[src/rtl/ysyx_201979054_burst_ctrl.sv]
// ----------------------------------------------------------------------------
// ysyx_201979054_burst_ctrl
//
// Turns one cache-line request (refill or write-back) into BEATS single-beat
// AXI4-Lite transactions at consecutive word addresses. Only one transaction
// is ever outstanding. The next AR/AW is issued only after the previous R/B
// has been accepted.
//
// Ports
//   clk, arstn          : clock (rising edge), asynchronous active-low reset
//   i_start, i_write    : burst request and direction (1 = write-back)
//   i_base_addr         : line address; offset bits inside the line are ignored
//   i_wdata             : write word for beat o_beat_idx (held while writing)
//   o_beat_idx          : current beat; during o_rdata_valid, the beat of o_rdata
//   o_rdata/o_rdata_valid : refill word and its 1-cycle strobe
//   o_busy, o_done      : not-idle flag, 1-cycle end-of-burst pulse
//   o_error             : sticky non-OKAY response flag, cleared by a new start
//   AR/R/AW/W/B         : AXI4-Lite master channels
// ----------------------------------------------------------------------------
module ysyx_201979054_burst_ctrl #(
  parameter int BEATS  = 16,
  parameter int ADDR_W = 32,
  parameter int DATA_W = 32
) (
  input  logic                       clk,
  input  logic                       arstn,
  input  logic                       i_start,
  input  logic                       i_write,
  input  logic [ADDR_W-1:0]          i_base_addr,
  input  logic [DATA_W-1:0]          i_wdata,
  output logic [$clog2(BEATS)-1:0]   o_beat_idx,
  output logic [DATA_W-1:0]          o_rdata,
  output logic                       o_rdata_valid,
  output logic                       o_busy,
  output logic                       o_done,
  output logic                       o_error,
  output logic [ADDR_W-1:0]          o_araddr,
  output logic                       o_arvalid,
  input  logic                       i_arready,
  input  logic [DATA_W-1:0]          i_rdata,
  input  logic [1:0]                 i_rresp,
  input  logic                       i_rvalid,
  output logic                       o_rready,
  output logic [ADDR_W-1:0]          o_awaddr,
  output logic                       o_awvalid,
  input  logic                       i_awready,
  output logic [DATA_W-1:0]          o_wdata,
  output logic [DATA_W/8-1:0]        o_wstrb,
  output logic                       o_wvalid,
  input  logic                       i_wready,
  input  logic [1:0]                 i_bresp,
  input  logic                       i_bvalid,
  output logic                       o_bready
);

  localparam int BYTES = DATA_W / 8;
  localparam int BOFF  = $clog2(BYTES);
  localparam int IDX_W = $clog2(BEATS);
  localparam int OFF   = $clog2(BEATS * BYTES);

  typedef enum logic [2:0] {
    S_IDLE    = 3'd0,
    S_RD_ADDR = 3'd1,
    S_RD_DATA = 3'd2,
    S_WR_REQ  = 3'd3,
    S_WR_RESP = 3'd4,
    S_DONE    = 3'd5
  } state_t;

  state_t                r_state;
  state_t                w_next;
  logic [IDX_W-1:0]      r_idx;
  logic [IDX_W-1:0]      r_rd_idx;
  logic [ADDR_W-OFF-1:0] r_base;
  logic                  r_aw_acc;
  logic                  r_w_acc;
  logic                  r_error;
  logic                  r_rdata_valid;
  logic [DATA_W-1:0]     r_rdata;

  logic                  w_last;
  logic                  w_aw_done;
  logic                  w_w_done;
  logic [ADDR_W-1:0]     w_addr;
  logic                  w_unused;

  // Offset bits within the line are never used; the address is rebuilt from
  // the line base and the beat counter.
  assign w_unused  = ^i_base_addr[OFF-1:0];

  assign w_last    = (r_idx == IDX_W'(BEATS - 1));
  // A channel counts as accepted if it was accepted earlier in this beat or
  // its ready is seen now (its valid is high whenever its flag is clear).
  assign w_aw_done = r_aw_acc | i_awready;
  assign w_w_done  = r_w_acc  | i_wready;

  // Counter is spliced below the line base, so it can never carry into it.
  always_comb begin
    w_addr                = '0;
    w_addr[ADDR_W-1:OFF]  = r_base;
    w_addr[OFF-1:BOFF]    = r_idx;
  end

  // State register
  always_ff @(posedge clk or negedge arstn) begin
    if (!arstn) begin
      r_state <= S_IDLE;
    end else begin
      r_state <= w_next;
    end
  end

  // Next-state logic
  always_comb begin
    w_next = r_state;
    case (r_state)
      S_IDLE: begin
        if (i_start) w_next = i_write ? S_WR_REQ : S_RD_ADDR;
      end
      S_RD_ADDR: begin
        if (i_arready) w_next = S_RD_DATA;
      end
      S_RD_DATA: begin
        if (i_rvalid) w_next = w_last ? S_DONE : S_RD_ADDR;
      end
      S_WR_REQ: begin
        if (w_aw_done && w_w_done) w_next = S_WR_RESP;
      end
      S_WR_RESP: begin
        if (i_bvalid) w_next = w_last ? S_DONE : S_WR_REQ;
      end
      S_DONE:  w_next = S_IDLE;
      default: w_next = S_IDLE;
    endcase
  end

  // Outputs decoded from the state only, so no valid depends on a ready
  always_comb begin
    o_arvalid = 1'b0;
    o_rready  = 1'b0;
    o_awvalid = 1'b0;
    o_wvalid  = 1'b0;
    o_bready  = 1'b0;
    o_done    = 1'b0;
    o_busy    = 1'b1;
    case (r_state)
      S_IDLE:    o_busy = 1'b0;
      S_RD_ADDR: o_arvalid = 1'b1;
      S_RD_DATA: o_rready = 1'b1;
      S_WR_REQ: begin
        o_awvalid = ~r_aw_acc;
        o_wvalid  = ~r_w_acc;
      end
      S_WR_RESP: o_bready = 1'b1;
      S_DONE:    o_done = 1'b1;
      default:   o_busy = 1'b0;
    endcase
  end

  // Beat counter, line base, accept flags, read data and error flag
  always_ff @(posedge clk or negedge arstn) begin
    if (!arstn) begin
      r_idx         <= '0;
      r_rd_idx      <= '0;
      r_base        <= '0;
      r_aw_acc      <= 1'b0;
      r_w_acc       <= 1'b0;
      r_error       <= 1'b0;
      r_rdata_valid <= 1'b0;
      r_rdata       <= '0;
    end else begin
      r_rdata_valid <= 1'b0;
      case (r_state)
        S_IDLE: begin
          if (i_start) begin
            r_base   <= i_base_addr[ADDR_W-1:OFF];
            r_idx    <= '0;
            r_error  <= 1'b0;
            r_aw_acc <= 1'b0;
            r_w_acc  <= 1'b0;
          end
        end
        S_RD_DATA: begin
          if (i_rvalid) begin
            r_rdata       <= i_rdata;
            r_rdata_valid <= 1'b1;
            // Keep the beat of this word for the strobe cycle; r_idx moves on.
            r_rd_idx      <= r_idx;
            if (i_rresp != 2'b00) r_error <= 1'b1;
            if (!w_last) r_idx <= r_idx + 1'b1;
          end
        end
        S_WR_REQ: begin
          if (w_aw_done && w_w_done) begin
            r_aw_acc <= 1'b0;
            r_w_acc  <= 1'b0;
          end else begin
            r_aw_acc <= w_aw_done;
            r_w_acc  <= w_w_done;
          end
        end
        S_WR_RESP: begin
          if (i_bvalid) begin
            if (i_bresp != 2'b00) r_error <= 1'b1;
            if (!w_last) r_idx <= r_idx + 1'b1;
          end
        end
        default: ;
      endcase
    end
  end

  // During the read strobe show the beat the word belongs to.
  assign o_beat_idx    = r_rdata_valid ? r_rd_idx : r_idx;
  assign o_rdata       = r_rdata;
  assign o_rdata_valid = r_rdata_valid;
  assign o_error       = r_error;
  assign o_araddr      = w_addr;
  assign o_awaddr      = w_addr;
  assign o_wdata       = i_wdata;
  assign o_wstrb       = '1;

endmodule

[config.mk]
export PLATFORM = sky130hd
export DESIGN_NAME = ysyx_201979054_burst_ctrl
export DESIGN_NICKNAME = d
export VERILOG_FILES = /design/src/rtl/ysyx_201979054_burst_ctrl.sv
export SDC_FILE = /design/constraint.sdc
export NUM_CORES = 1
export LEC_CHECK = 0
export ABC_AREA = 1
export BUFFER_PORTS_ARGS = -buffer_cell sky130_fd_sc_hd__buf_4
export CAP_MARGIN = 20
export CORE_MARGIN = 2
export CORE_UTILIZATION = 42
export DETAILED_ROUTE_END_ITERATION = 10
export PLACE_DENSITY = 0.81
export SYNTH_ARGS = -nofsm -noshare
export SYNTH_HDL_FRONTEND = slang
export SYNTH_SLANG_ARGS = --single-unit
export TNS_END_PERCENT = 30
[constraint.sdc]
create_clock -name clk -period 1.93 [get_ports clk]
set_input_delay 0.0965 -clock clk [delete_from_list [all_inputs] [get_ports clk]]
set_output_delay 0.0965 -clock clk [all_outputs]
set_load 0.01 [all_outputs]
## Yosys cells after proc, flatten, opt, wreduce, memory -nomap -nowiden

Index checks and enable logic that the tools add are counted.

| storage, ports and cells | value |
|---|---|
| word-level logic and storage cells | 74 |
| bits in registers | 73 |

| cells by class | value |
|---|---|
| reductions and logical operators | 13 |
| muxes and demuxes | 34 |
| add/subtract/negate cells | 1 |
| bitwise operators | 4 |
| equal/unequal tests | 13 |

Operator list:

| operator | count |
|---|---|
| $mux 3 | 7 |
| $mux 4 | 5 |
| $mux 1 | 16 |
| $pmux 3 s5 | 1 |
| $ne 2x2->1 const B | 7 |
| $pmux 4 s3 | 1 |
| $eq 3x2->1 const B | 2 |
| $eq 3x3->1 const B | 2 |
| $reduce_and 2->1 | 3 |
| $reduce_and 6->1 | 1 |
| $reduce_bool 2->1 | 3 |
| $reduce_and 5->1 | 1 |
| $reduce_or 5->1 | 1 |
| $add 4x1->4 const B | 1 |
| $eq 4x4->1 const B | 1 |
| $pmux 1 s2 | 2 |
| $reduce_and 4->1 | 1 |
| $eq 3x1->1 const B | 1 |
| $logic_not 3->1 | 1 |
| $pmux 1 s3 | 1 |
| $reduce_bool 3->1 | 1 |
| $mux 2 | 1 |
| $not 1->1 | 2 |
| $or 1x1->1 | 2 |
| $logic_and 1x1->1 | 1 |

## Depth between registers and ports, before layout

Gate-level depths: netlist of the first run.

| logic depth | value |
|---|---|
| depth in word-level cells | 4 |
| depth in mapped cells | 9 |
| depth with buffers taken out | 9 |

## Worst setup path before layout of the first run

No wires, ideal clock.

| path | value |
|---|---|
| path type | reg-to-reg |
| start point | register r_state[1] |
| end point | register r_base[0] |
| slack | 0.568 ns |
| clock period less this slack | 1.362 ns |
| buffers on the path | 1 |
| data required time | 1.805 ns |
| data arrival time | 1.237 ns |
| stages on the path, launching flop included | 5 |
| path through | dfrtp_1 > nor2_4 > nand3_4 > buf_6 > mux2_4 |

| on the way | value |
|---|---|
| longest elaborated chain between the ends | 2 |

RTL lines:

| item | line | source |
|---|---|---|
| from (decl) | 70 | `state_t r_state;` |
| from (signal assigned) | 109 | `r_state <= w_next;` |
| $logic_not 3->1 | 173 | `case (r_state)` |
| $reduce_and 2->1 (no source line) | -- |  |
| to (signal assigned) | 176 | `r_base <= i_base_addr[ADDR_W-1:OFF];` |
| to (decl) | 74 | `logic [ADDR_W-OFF-1:0] r_base;` |

No other way between the ends.
A chain may end at the register's enable or synchronous reset.

## Worst setup path after layout of the first run

| path | value |
|---|---|
| start point | register r_state[1] |
| end point | register r_base[5] |

Same word-level chain as after synthesis.

==> summary.md, run 1 <==
| Metric | Value |
|---|---|
| Largest area contributor in the netlist | `dfrtp_1` |
| Synth top area cells | `dfrtp_1, buf_4, nand2_1` |
| Netlist Area Pre-Place | `between 0.003 and 0.004 mm2` |
| Initial DRC count | `150` |
| Gate Count Post-Synth | `slightly below 400` |
| Initial antenna violation count | `0` |
| Via count | `3179` |
| CP required | `between 2 and 2.5 ns` |
| Synthesized area per cell | `9.409 um2` |
| RSZ-0062 raised after global routing | `no` |
| Die X-Extent | `97.95 um` |
| DR pass1 iterations | `4` |
| CTS tree | `done` |
| CP top delay family | `simple AND/OR/NAND/NOR gates` |
| FF+latch count, synth | `73` |
| CTS buffer count | `9` |
| Post-DRT Antenna Nets | `0` |
| Die Y | `approximately 98 um` |
| Full die area | `approximately 0.0096 mm2` |
| # diodes | `0` |
| Worst Path Arrival | `around 1.9 ns` |
| Dpl hpwl | `~6.4 mm` |
| Global-route wire length before repair | `15.97 mm` |
| Synth-to-Final Area Change | `46.00%` |
| Worst vdd ir | `0.0006509 V` |
| Sink Count | `73` |
| Sequential fraction of the synthesis area | `between 40% and 50%` |
| Residual DRC | `0` |
| Post-synth EDFFs | `0` |
| Vias in the first global route | `3236` |
| Synth cell types | `22` |
| Via-to-Cell Ratio | `~4.7` |
| Port-buffer cells | `about 180` |
| Root buf cell | `clkbuf_8` |
| Leak | `between 2 and 3 nW` |
| Slew Viols, Final | `0` |
| Status | `completed` |
| CP Launch Type | `flip-flop` |
| Post-synth ARST share | `100.0%` |
| Max Clk Rate | `0.5969 GHz` |
| Relative slew slack | `between 60% and 70%` |
| Yosys top cell area share | `between 40% and 50%` |
| CP Buf/Inv Count | `0` |
| Crit path max fanout | `28` |
| Total track usage | `between 20% and 30%` |
| Initial Util | `between 40% and 50%` |
| CP max stage cell | `dfrtp_1` |
| GR Overflow Total | `0` |
| Top cells by count, synth | `nand2_1, dfrtp_1, buf_4` |
| Core footprint | `0.008636 mm2` |
| Htree depth | `3` |
| Worst-Margin Slew | `0.5555 ns` |
| Hold WC Path Type | `in2reg` |
| Hold Fails Final Rpt | `0` |
| Flop pwr share | `34.0%` |
| Tcrit/Tclk final | `between 80% and 90%` |
| Combinational power share | `between 40% and 50%` |
| Clk slew on worst S/H paths | `0.08 ns` |
| Skew final | `about 0.011 ns` |
| Clock tree buffer depth | `2` |
| CP peak stage delay | `0.49 ns` |
| Total net switching power | `just over 3 mW` |
| Fin crit period | `~1.7 ns` |
| Top_reg_cell synth | `dfrtp_1` |
| Crit path kind | `reg2reg` |
| Max_cap viols | `0` |
| Crit end category | `flip-flop` |
| Synthesis Warnings | `0` |
| Final core occ | `~63%` |
| I/O pin total | `between 200 and 300` |
| Fill cells | `between 600 and 700` |
| Final setup vio count | `0` |
| Routability cong. | `approximately 0.86` |
| DRT Wirelength | `just under 10 mm` |
| CP Cell Sequence | `nor2_4 > nand3_4 > mux2_4` |
| Int Power | `about 5 mW` |
| Row cnt | `34` |
| Final nets | `a little under 700` |
| Largest net degree at the start of global routing | `42` |
| Most frequent cell after synthesis | `nand2_1` |
| Layout cell share with drive strength beyond 1 | `39.69%` |
| Pwr Density | `1507 mW/mm2` |
| Switching Fraction | `37.53%` |
| Setup_tns | `0 ns` |
| Clock power frac | `roughly 16%` |
| Routed WL per cell | `14.56 um` |
| Cts repair resizes | `0` |
| Insertion delay to the later sink of the worst-skew pair | `~0.34 ns` |
-- area by class of cell --
| cell class | instances | area, um2 | area share (%) |
|---|---|---|---|
| timing repair buffer | 236 | 1932 | 35.69 |
| sequential | 73 | 1827 | 33.75 |
| multi-input combinational | 229 | 1230 | 22.72 |
| clock buffer | 10 | 137.6 | 2.543 |
| tap | 108 | 135.1 | 2.497 |
| clock inverter | 5 | 80.08 | 1.479 |
| inverter | 19 | 71.32 | 1.318 |
-- power by group through the flow --
| stage | sequential (mW) | clock (mW) | combinational (mW) |
|---|---|---|---|
| 6_report | 2.78 | 1.31 | 4.07 |
| 5_1_grt | 2.86 | 1.43 | 4.39 |
| 4_1_cts | 2.75 | 1.35 | 4.05 |
| 3_5_place_dp | 2.77 | 0 | 3.95 |
| 3_3_place_gp | 2.74 | 0 | 3.84 |
| 2_1_floorplan | 2.96 | 0 | 2.24 |
-- path summary, 6_finish.rpt --
check	start	end	slack, ns	cells after the start
hold / removal	i_awready	r_aw_acc	0.03	3
max in group asynchronous	arstn	o_rdata[18]	1.10	3
setup reg to reg	r_state[1]	r_base[5]	0.25	3
min in group asynchronous	arstn	r_base[3]	0.24	2
hold reg to reg	o_error	o_error	0.48	2
setup / recovery	r_state[1]	r_base[5]	0.25	3
-- cells by family after synthesis --
family          synth area share [%]
fa+ha+maj                     0.3374
simple gates                   20.45
other cells                   0.2026
xor+xnor                      0.2363
compound gates                 1.620
mux                            9.720
flops                          49.27
buf+inv                        18.16
-- layout by cell type (no fill, tap or decap), drive strengths merged, types with 2 or more instances in the layout --
| cell type | instances |
|---|---|
| conb | 8 |
| o21ai | 8 |
| clkbuf | 10 |
| nor2 | 19 |
| nand3 | 19 |
| dfrtp | 73 |
| mux2 | 26 |
| nand2 | 140 |
| dlygate4sd3 | 59 |
| buf | 177 |
| clkinvlp | 2 |
| nand3b | 2 |
| bufinv | 2 |
| a21oi | 4 |
| inv | 19 |
-- flip-flops by register name, indices dropped and copies added, names as in the netlist --
signal / flops
r_idx: 4
r_state: 3
o_error: 1
r_base: 26
r_rd_idx: 4
o_rdata: 32
r_aw_acc: 1
o_rdata_valid: 1
r_w_acc: 1
-- through the flow --
| stage | instances | hold WS [ns] | power, mW | setup WS (ns) | instance area [um2] |
|---|---|---|---|---|---|
| detailed placement | 606 | 0.06934 | 6.716 | 0.2532 | 4604 |
| finish | 680 | 0.03230 | 8.158 | 0.2548 | 5413 |
| CTS | 680 | 0.01255 | 8.158 | 0.2423 | 5413 |
| global route | 680 | 0.01598 | 8.687 | 0.06711 | 5413 |
| floorplan | 400 | -0.1991 | 5.202 | 0.5682 | 3730 |
| global placement | 606 | 0.06614 | 6.581 | 0.2996 | 4604 |
-- worst min-delay path, stage by stage --
cell and delay [ns]:
buf_4 0.08, nor2_1 0.05, a21oi_1 0.11
-- repair_timing --
| item | CTS | global route |
|---|---|---|
| hold buffers | 59 | 0 |
| buffers inserted | 0 | 0 |
| hold endpoints to repair | 90 | 0 |
-- metal layers --
layer / track usage [%] / share of wire, % / vias up
met5: 0 / 0 / -
met4: 7.372 / 1.8 / 0
met3: 6.514 / 7.7 / 21
met2: 35.46 / 51 / 158
met1: 24.70 / 39 / 1503
li1: - / - / 1497
(Power assumes the default switching activity.)
==> run 2, diff against run 1 <==
--- a/config.mk
+++ b/config.mk
@@ -8,10 +8,11 @@
 export ABC_AREA = 1
 export BUFFER_PORTS_ARGS = -buffer_cell sky130_fd_sc_hd__buf_4
 export CAP_MARGIN = 20
-export CORE_MARGIN = 2
-export CORE_UTILIZATION = 42
+export CORE_AREA = 2 2 99 101
+export CTS_BUF_LIST = sky130_fd_sc_hd__clkbuf_8
 export DETAILED_ROUTE_END_ITERATION = 10
-export PLACE_DENSITY = 0.81
+export DIE_AREA = 0 0 101 103
+export PLACE_DENSITY = 0.77
 export SYNTH_ARGS = -nofsm -noshare
 export SYNTH_HDL_FRONTEND = slang
 export SYNTH_SLANG_ARGS = --single-unit
==> run 2 against run 1 <==
- via count shrank 0.72%
- global-route usage decreased by 2.9 points
- combinational power is essentially flat
- final cell count increased by 1.3%
- register-to-register slack hardly changed
- clock power rose by 4%
- largest cell class unchanged
==> summary.md, run 2 (synthesized netlist as in run 1, its figures left out) <==
| Metric | Value |
|---|---|
| Total net switching power | `3.044 mW (-0.56%)` |
| Setup_tns | `0 ns (unchanged)` |
| CTS tree | `done` |
| Setup bufs post-CTS | `0 (unchanged)` |
| Routed WL per cell | `14.02 um (-3.7%)` |
| Layout cell share with drive strength beyond 1 | `39.83% (+0.14 points)` |
| Switching Fraction | `37.14% (-0.39 points)` |
| Sink Count | `73 (unchanged)` |
| R2R setup slack | `0.24 ns (about the same)` |
| Final std cell area, no fill | `0.005446 mm2 (+0.62%)` |
| DRT Wirelength | `9.657 mm (-2.5%)` |
| Fin crit period | `1.720 ns (+0.04428 ns)` |
| CP required | `1.83 ns (-0.33 ns)` |
| Crit path max fanout | `6 (-79%)` |
| Crit end category | `output port` |
| R2R cell count | `3 (unchanged)` |
| Hold WC Path Type | `in2reg` |
| Crit path kind | `reg2out` |
| CTS buffer count | `9 (unchanged)` |
| Combinational power share | `49.9% (about the same)` |
| DR pass1 iterations | `4 (unchanged)` |
| Placed cell areas | `0.004627 mm2 (+0.49%)` |
| Routability cong. | `0.8733 (+1.7%)` |
| Clock power frac | `16.6% (+0.5 points)` |
| Max Clk Rate | `0.5816 GHz (-2.6%)` |
| Worst Hold End | `r_aw_acc` |
| Via-to-Cell Ratio | `4.581 (-2.0%)` |
| Fill cells | `812 (+21%)` |
| Initial antenna violation count | `0 (unchanged)` |
| Synth-to-Final Area Change | `46.91%` |
| Placed cells | `614 (+1.3%)` |
| Initial Util | `39.19% (-3.7 points)` |
| Hold Path Origin | `i_awready` |
| RSZ-0062 raised after global routing | `no` |
| Pwr Density | `1505 mW/mm2 (-0.14%)` |
| Tcrit/Tclk final | `89.09% (+2.3 points)` |
| Dpl hpwl | `6.362 mm (-1.0%)` |
| Global-route wire length before repair | `14.66 mm (-8.2%)` |
| I/O pin total | `254 (unchanged)` |
| Commonest non-fill, non-tap cell in the layout | `buf_4` |
| Leading cell types in the layout, fill and taps excluded | `buf_4, nand2_1, dfrtp_1, dlygate4sd3_1` |
| # diodes | `0 (unchanged)` |
| Die Y | `103 um (+5.2%)` |
| Relative slew slack | `63.04% (+0.12 points)` |
| Max reg flops | `32 (unchanged)` |
| Slew Viols, Final | `0 (unchanged)` |
| Root buf cell | `clkbuf_8` |
| Insertion delay to the later sink of the worst-skew pair | `0.34 ns (about the same)` |
| Htree depth | `3 (unchanged)` |
| Max_cap viols | `0 (unchanged)` |
| Residual DRC | `0 (unchanged)` |
| Full die area | `0.01040 mm2 (+8.4%)` |
| Hold Fails Final Rpt | `0 (unchanged)` |
| CP Launch Type | `flip-flop` |
| Post-DRT Antenna Nets | `0 (unchanged)` |
| Worst vdd ir | `0.0005943 V (-8.7%)` |
| Largest net degree at the start of global routing | `41 (-2.4%)` |
| Worst Path Arrival | `1.62 ns (-0.28 ns)` |
| Worst reg2reg path startpoint | `r_state[1]` |
| Initial DRC count | `107 (-29%)` |
| Skew final | `0.006392 ns (-0.004869 ns)` |
| Flop pwr share | `33.5% (-0.5 points)` |
| Core footprint | `0.009459 mm2 (+9.5%)` |
| Clock tree buffer depth | `2 (unchanged)` |
| Clk slew on worst S/H paths | `0.08 ns (about the same)` |
| Vias in the first global route | `3109 (-3.9%)` |
| Via count | `3156 (-0.72%)` |
| Port-buffer cells | `175 (unchanged)` |
| Worst-Margin Slew | `0.5536 ns (-0.001864 ns)` |
| FF-to-FF End | `r_base[9]` |
| Die X-Extent | `101 um (+3.1%)` |
| GR Overflow Total | `0 (unchanged)` |
| Final non-filler cell total | `689 (+1.3%)` |
| Hold path depth | `3 (unchanged)` |
| Final nets | `680 (+0.29%)` |
| Leak | `2.959 nW (+0.93%)` |
| Int Power | `5.153 mW (+1.1%)` |
| Status | `completed` |
| Total track usage | `17.84% (-2.9 points)` |
| Final setup vio count | `0 (unchanged)` |
| Row cnt | `36 (+5.9%)` |
run 2: worst max-delay path by stage:
stage	cells after the start	start	to
after CTS	6	r_state[0]	o_busy
after detailed placement	3	r_state[1]	r_base[9]
after global placement	3	r_state[1]	r_base[1]
after global routing	6	r_state[0]	o_busy
final	6	r_state[0]	o_busy
after floorplan	4	r_state[1]	r_base[0]
run 2: layer usage:
layer	wire (um)	vias to the layer above	GRT usage, %
li1	-	1504	-
met1	3618	1483	20.21
met2	5099	148	31.69
met3	723	21	4.542
met4	216	0	8.212
met5	0	-	0
run 2: final cells by class:
class / count / area [um2] / area share [%]
clock buffers: 11 / 151.4 / 2.780
clock inverters: 5 / 77.57 / 1.424
inverters: 19 / 71.32 / 1.309
multi-input cells: 229 / 1230 / 22.58
flip-flops and latches: 73 / 1827 / 33.54
well taps: 114 / 142.6 / 2.619
repair buffers: 238 / 1947 / 35.75
run 2: power by group through the flow:
stage          sequential [mW]  combinational (mW)  clock, mW
6_report                  2.75                4.09       1.36
5_1_grt                   2.84                4.45       1.48
4_1_cts                   2.73                4.09       1.42
3_5_place_dp              2.75                3.98          0
3_3_place_gp              2.71                3.89          0
2_1_floorplan             2.96                2.24          0
run 2: what timing repair did:
item / 4_1_cts / 5_1_grt
endpoints found under the hold margin: 91 / 0
hold buffers: 59 / 0
resized for setup: 0 / 0
run 2: metrics by stage:
| step | hold slack (ns) | utilization [%] | total power [mW] | setup slack [ns] |
|---|---|---|---|---|
| floorplan | -0.1991 | - | 5.202 | 0.5682 |
| global placement | 0.07163 | 48.92 | 6.602 | 0.2917 |
| detailed placement | 0.07407 | 48.92 | 6.728 | 0.2509 |
| CTS | 0.01604 | 57.58 | 8.236 | 0.1925 |
| global route | 0.03524 | 57.58 | 8.762 | 0.09734 |
| finish | 0.04083 | 57.58 | 8.197 | 0.2105 |
run 2: critical path: stages, from the launching register on:
cell	delay, ns
dfrtp_1	0.48
inv_1	0.14
nand2_2	0.12
nand2_1	0.08
nand2_1	0.21
nand3_1	0.10
buf_4	0.16
==> run 3, diff against run 2 <==
==> config.mk (replaced) <==
export PLATFORM = sky130hd
export DESIGN_NAME = ysyx_201979054_burst_ctrl
export DESIGN_NICKNAME = d
export VERILOG_FILES = /design/src/rtl/ysyx_201979054_burst_ctrl.sv
export SDC_FILE = /design/constraint.sdc
export NUM_CORES = 1
export LEC_CHECK = 0
export BUFFER_PORTS_ARGS = -buffer_cell sky130_fd_sc_hd__buf_4
export CAP_MARGIN = 20
export CORE_AREA = 2 2 100 102
export DETAILED_ROUTE_END_ITERATION = 10
export DIE_AREA = 0 0 102 104
export PLACE_DENSITY = 0.75
export SYNTH_ARGS = -nofsm -noshare
export SYNTH_HDL_FRONTEND = slang
export SYNTH_SLANG_ARGS = --single-unit
export TNS_END_PERCENT = 30
==> run 3 against run 2 <==
- final cell count is 13% lower
- fmax is 1.3% lower
- combinational power is 8.6% lower
- worst hold slack better by 0.075 ns
- sequential share of layout area is 0.59 points higher
- clock-buffer cell count is 2 higher
- highest routed layer unchanged
==> summary.md, run 3 <==
| Metric | Value |
|---|---|
| Max_cap viols | `0 (unchanged)` |
| Crit path max fanout | `31 (+25)` |
| FF+latch count, synth | `73 (unchanged)` |
| DRT Wirelength | `8.774 mm (-9.1%)` |
| Hold WC Path Type | `in2reg` |
| Crit path kind | `reg2reg` |
| Core footprint | `0.009549 mm2 (+0.95%)` |
| Die Y | `104 um (+0.97%)` |
| DR pass1 iterations | `4 (unchanged)` |
| Via-to-Cell Ratio | `4.509 (-1.6%)` |
| CTS buffer count | `9 (unchanged)` |
| Routability cong. | `0.8487 (-2.8%)` |
| Final nets | `570 (-16%)` |
| RSZ-0062 raised after global routing | `no` |
| Synth cell types | `36 (+64%)` |
| Post-DRT Antenna Nets | `0 (unchanged)` |
| Worst hold slack | `0.1155 ns (+0.07463 ns)` |
| Cts repair resizes | `0 (unchanged)` |
| Global-route wire length before repair | `13.54 mm (-7.7%)` |
| Insertion delay to the later sink of the worst-skew pair | `0.33 ns (about the same)` |
| Post-synth EDFFs | `0 (unchanged)` |
| Initial Util | `37.55% (-1.6 points)` |
| Relative slew slack | `38.76% (-24 points)` |
| FF-to-FF End | `o_rdata[11]` |
| Yosys top cell area share | `50.94% (+1.7 points)` |
| Leading cell types in the layout, fill and taps excluded | `buf_4, dfrtp_1, mux2_1, dlygate4sd3_1, nor2_1` |
| R2R cell count | `4 (+1)` |
| Worst vdd ir | `0.0005718 V (-3.8%)` |
| Residual DRC | `0 (unchanged)` |
| Status | `completed` |
| Most frequent cell after synthesis | `buf_4` |
| Setup bufs post-CTS | `0 (unchanged)` |
| Hold Fails Final Rpt | `0 (unchanged)` |
| GR Overflow Total | `0 (unchanged)` |
| Gate Count Post-Synth | `284 (-28%)` |
| Sink Count | `73 (unchanged)` |
| Largest net degree at the start of global routing | `74 (+80%)` |
| Routed WL per cell | `14.70 um (+4.9%)` |
| CP peak stage delay | `0.58 ns (+0.10 ns)` |
| Skew final | `0.004973 ns (-0.001419 ns)` |
| Layout cell share with drive strength beyond 1 | `43.32% (+3.5 points)` |
| Fin crit period | `1.742 ns (+0.02249 ns)` |
| CP Buf/Inv Count | `1 (-1)` |
| I/O pin total | `254 (unchanged)` |
| Netlist Area Pre-Place | `0.003586 mm2 (-3.3%)` |
| Root buf cell | `clkbuf_8` |
| Slew Viols, Final | `0 (unchanged)` |
| # diodes | `0 (unchanged)` |
| Clock tree buffer depth | `2 (unchanged)` |
| Largest area contributor in the netlist | `dfrtp_1` |
| Initial antenna violation count | `0 (unchanged)` |
| Worst-Margin Slew | `0.9187 ns (+0.3650 ns)` |
| Max reg flops | `32 (unchanged)` |
| CP max stage cell | `dfrtp_1` |
| Final std cell area, no fill | `0.005353 mm2 (-1.7%)` |
| Die X-Extent | `102 um (+0.99%)` |
| Full die area | `0.01061 mm2 (+2.0%)` |
| Clk slew on worst S/H paths | `0.08 ns (about the same)` |
| Setup_tns | `0 ns (unchanged)` |
| Top_reg_cell synth | `dfrtp_1` |
| CP top delay family | `flip-flops` |
| CP Cell Sequence | `nand2b_1 > nor2b_4 > buf_12 > mux2_1` |
| Port-buffer cells | `175 (unchanged)` |
| Hold path depth | `4 (+1)` |
| Synthesis Warnings | `0 (unchanged)` |
| Post-synth ARST share | `100.0% (unchanged)` |
| CTS tree | `done` |
| Crit end category | `flip-flop` |
| Final setup vio count | `0 (unchanged)` |
| Dpl hpwl | `5.892 mm (-7.4%)` |
| Vias in the first global route | `2761 (-11%)` |
| Worst reg2reg path startpoint | `r_state[1]` |
| Worst Path Arrival | `1.96 ns (+0.34 ns)` |
| Max Clk Rate | `0.5740 GHz (-1.3%)` |
| Row cnt | `36 (unchanged)` |
| Total track usage | `16.27% (-1.6 points)` |
| Leak | `2.579 nW (-13%)` |
| Hold Buf Count CTS | `61 (+3.4%)` |
| Htree depth | `3 (unchanged)` |
| Pwr Density | `1449 mW/mm2 (-3.7%)` |
| Top cells by count, synth | `buf_4, dfrtp_1, mux2_1` |
| R2R setup slack | `0.19 ns (-0.05 ns)` |
| Initial DRC count | `65 (-39%)` |
| CP required | `2.15 ns (+0.32 ns)` |
| Tcrit/Tclk final | `90.26% (+1.2 points)` |
| CP Launch Type | `flip-flop` |
| Commonest non-fill, non-tap cell in the layout | `buf_4` |
| Sequential fraction of the synthesis area | `50.94% (+1.7 points)` |
| Worst Hold End | `o_error` |
| Pwr Total | `7.755 mW (-5.4%)` |
| Hold Path Origin | `i_rresp[0]` |
| Synth-to-Final Area Change | `49.27%` |
| Via count | `2692 (-15%)` |
| Placed cell areas | `0.004546 mm2 (-1.8%)` |
| Synth top area cells | `dfrtp_1, mux2_1, buf_4` |
| Synthesized area per cell | `12.63 um2 (+34%)` |
-- run 3: cell types whose count changed after synthesis, moves of 5 or more --
cell	change
mux2_1	+62
inv_1	-15
nand2_1	-135
o21ai_0	-5
nand3_1	-14
mux2_4	-18
-- run 3: metal layers --
| metal | up-vias | share of wire, % | global-route usage [%] |
|---|---|---|---|
| li1 | 1254 | - | - |
| met1 | 1319 | 37 | 17.00 |
| met2 | 101 | 56 | 30.87 |
| met3 | 18 | 5.9 | 3.427 |
| met4 | 0 | 1.3 | 6.286 |
| met5 | - | 0 | 0 |
-- run 3: cells by family (layout without fill, tap and decap cells) --
kind of cell | count (synthesis) | after routing | synth area share (%)
fa+ha+maj | 1 | 1 | 0.3489
simple gates | 32 | 32 | 4.536
buf+inv | 84 | 258 | 17.48
compound gates | 23 | 23 | 4.885
other cells | 2 | 8 | 0.2094
flops | 73 | 73 | 50.94
mux | 69 | 69 | 21.60
-- run 3: final cells by class --
type / count / area [um2]
sequential: 73 / 1827
clock inverter: 2 / 37.54
fill: 832 / 4197
inverter: 2 / 7.507
timing repair buffer: 241 / 1987
clock buffer: 13 / 158.9
multi-input combinational: 133 / 1169
tap: 133 / 166.4
-- run 3: worst max-delay path by stage --
| stage | startpoint | to | cells after the start |
|---|---|---|---|
| after global placement | r_state[1] | o_rdata[23] | 4 |
| after global routing | r_state[1] | o_error | 4 |
| final | r_state[1] | o_rdata[11] | 4 |
| after CTS | r_state[1] | o_rdata[29] | 4 |
| after detailed placement | r_state[1] | o_rdata[29] | 4 |
| after floorplan | r_state[2] | r_base[0] | 5 |
-- run 3: where the power goes --
part	internal, mW	switching, mW	total [mW]	leakage (nW)
sequential	2.26	0.554	2.81	0.885
clock	0.663	0.534	1.20	0.0957
combinational	2.12	1.62	3.74	1.60
total	5.04	2.71	7.75	2.58
-- run 3: worst min-delay path, delay by kind of cell --
kind / cells / cell delay [ns]
AND/OR/NAND/NOR: 2 / 0.16
buffers and inverters: 1 / 0.08
AO/OA/AOI/OAI: 1 / 0.07
-- run 3: stage by stage --
step	worst slack, ns	cells	util (%)
after floorplan	0.3021	290	-
after global placement	0.2543	521	47.60
after detailed placement	0.1982	521	47.60
after CTS	0.1956	597	56.05
after global routing	0.09736	597	56.05
final	0.1880	597	56.05
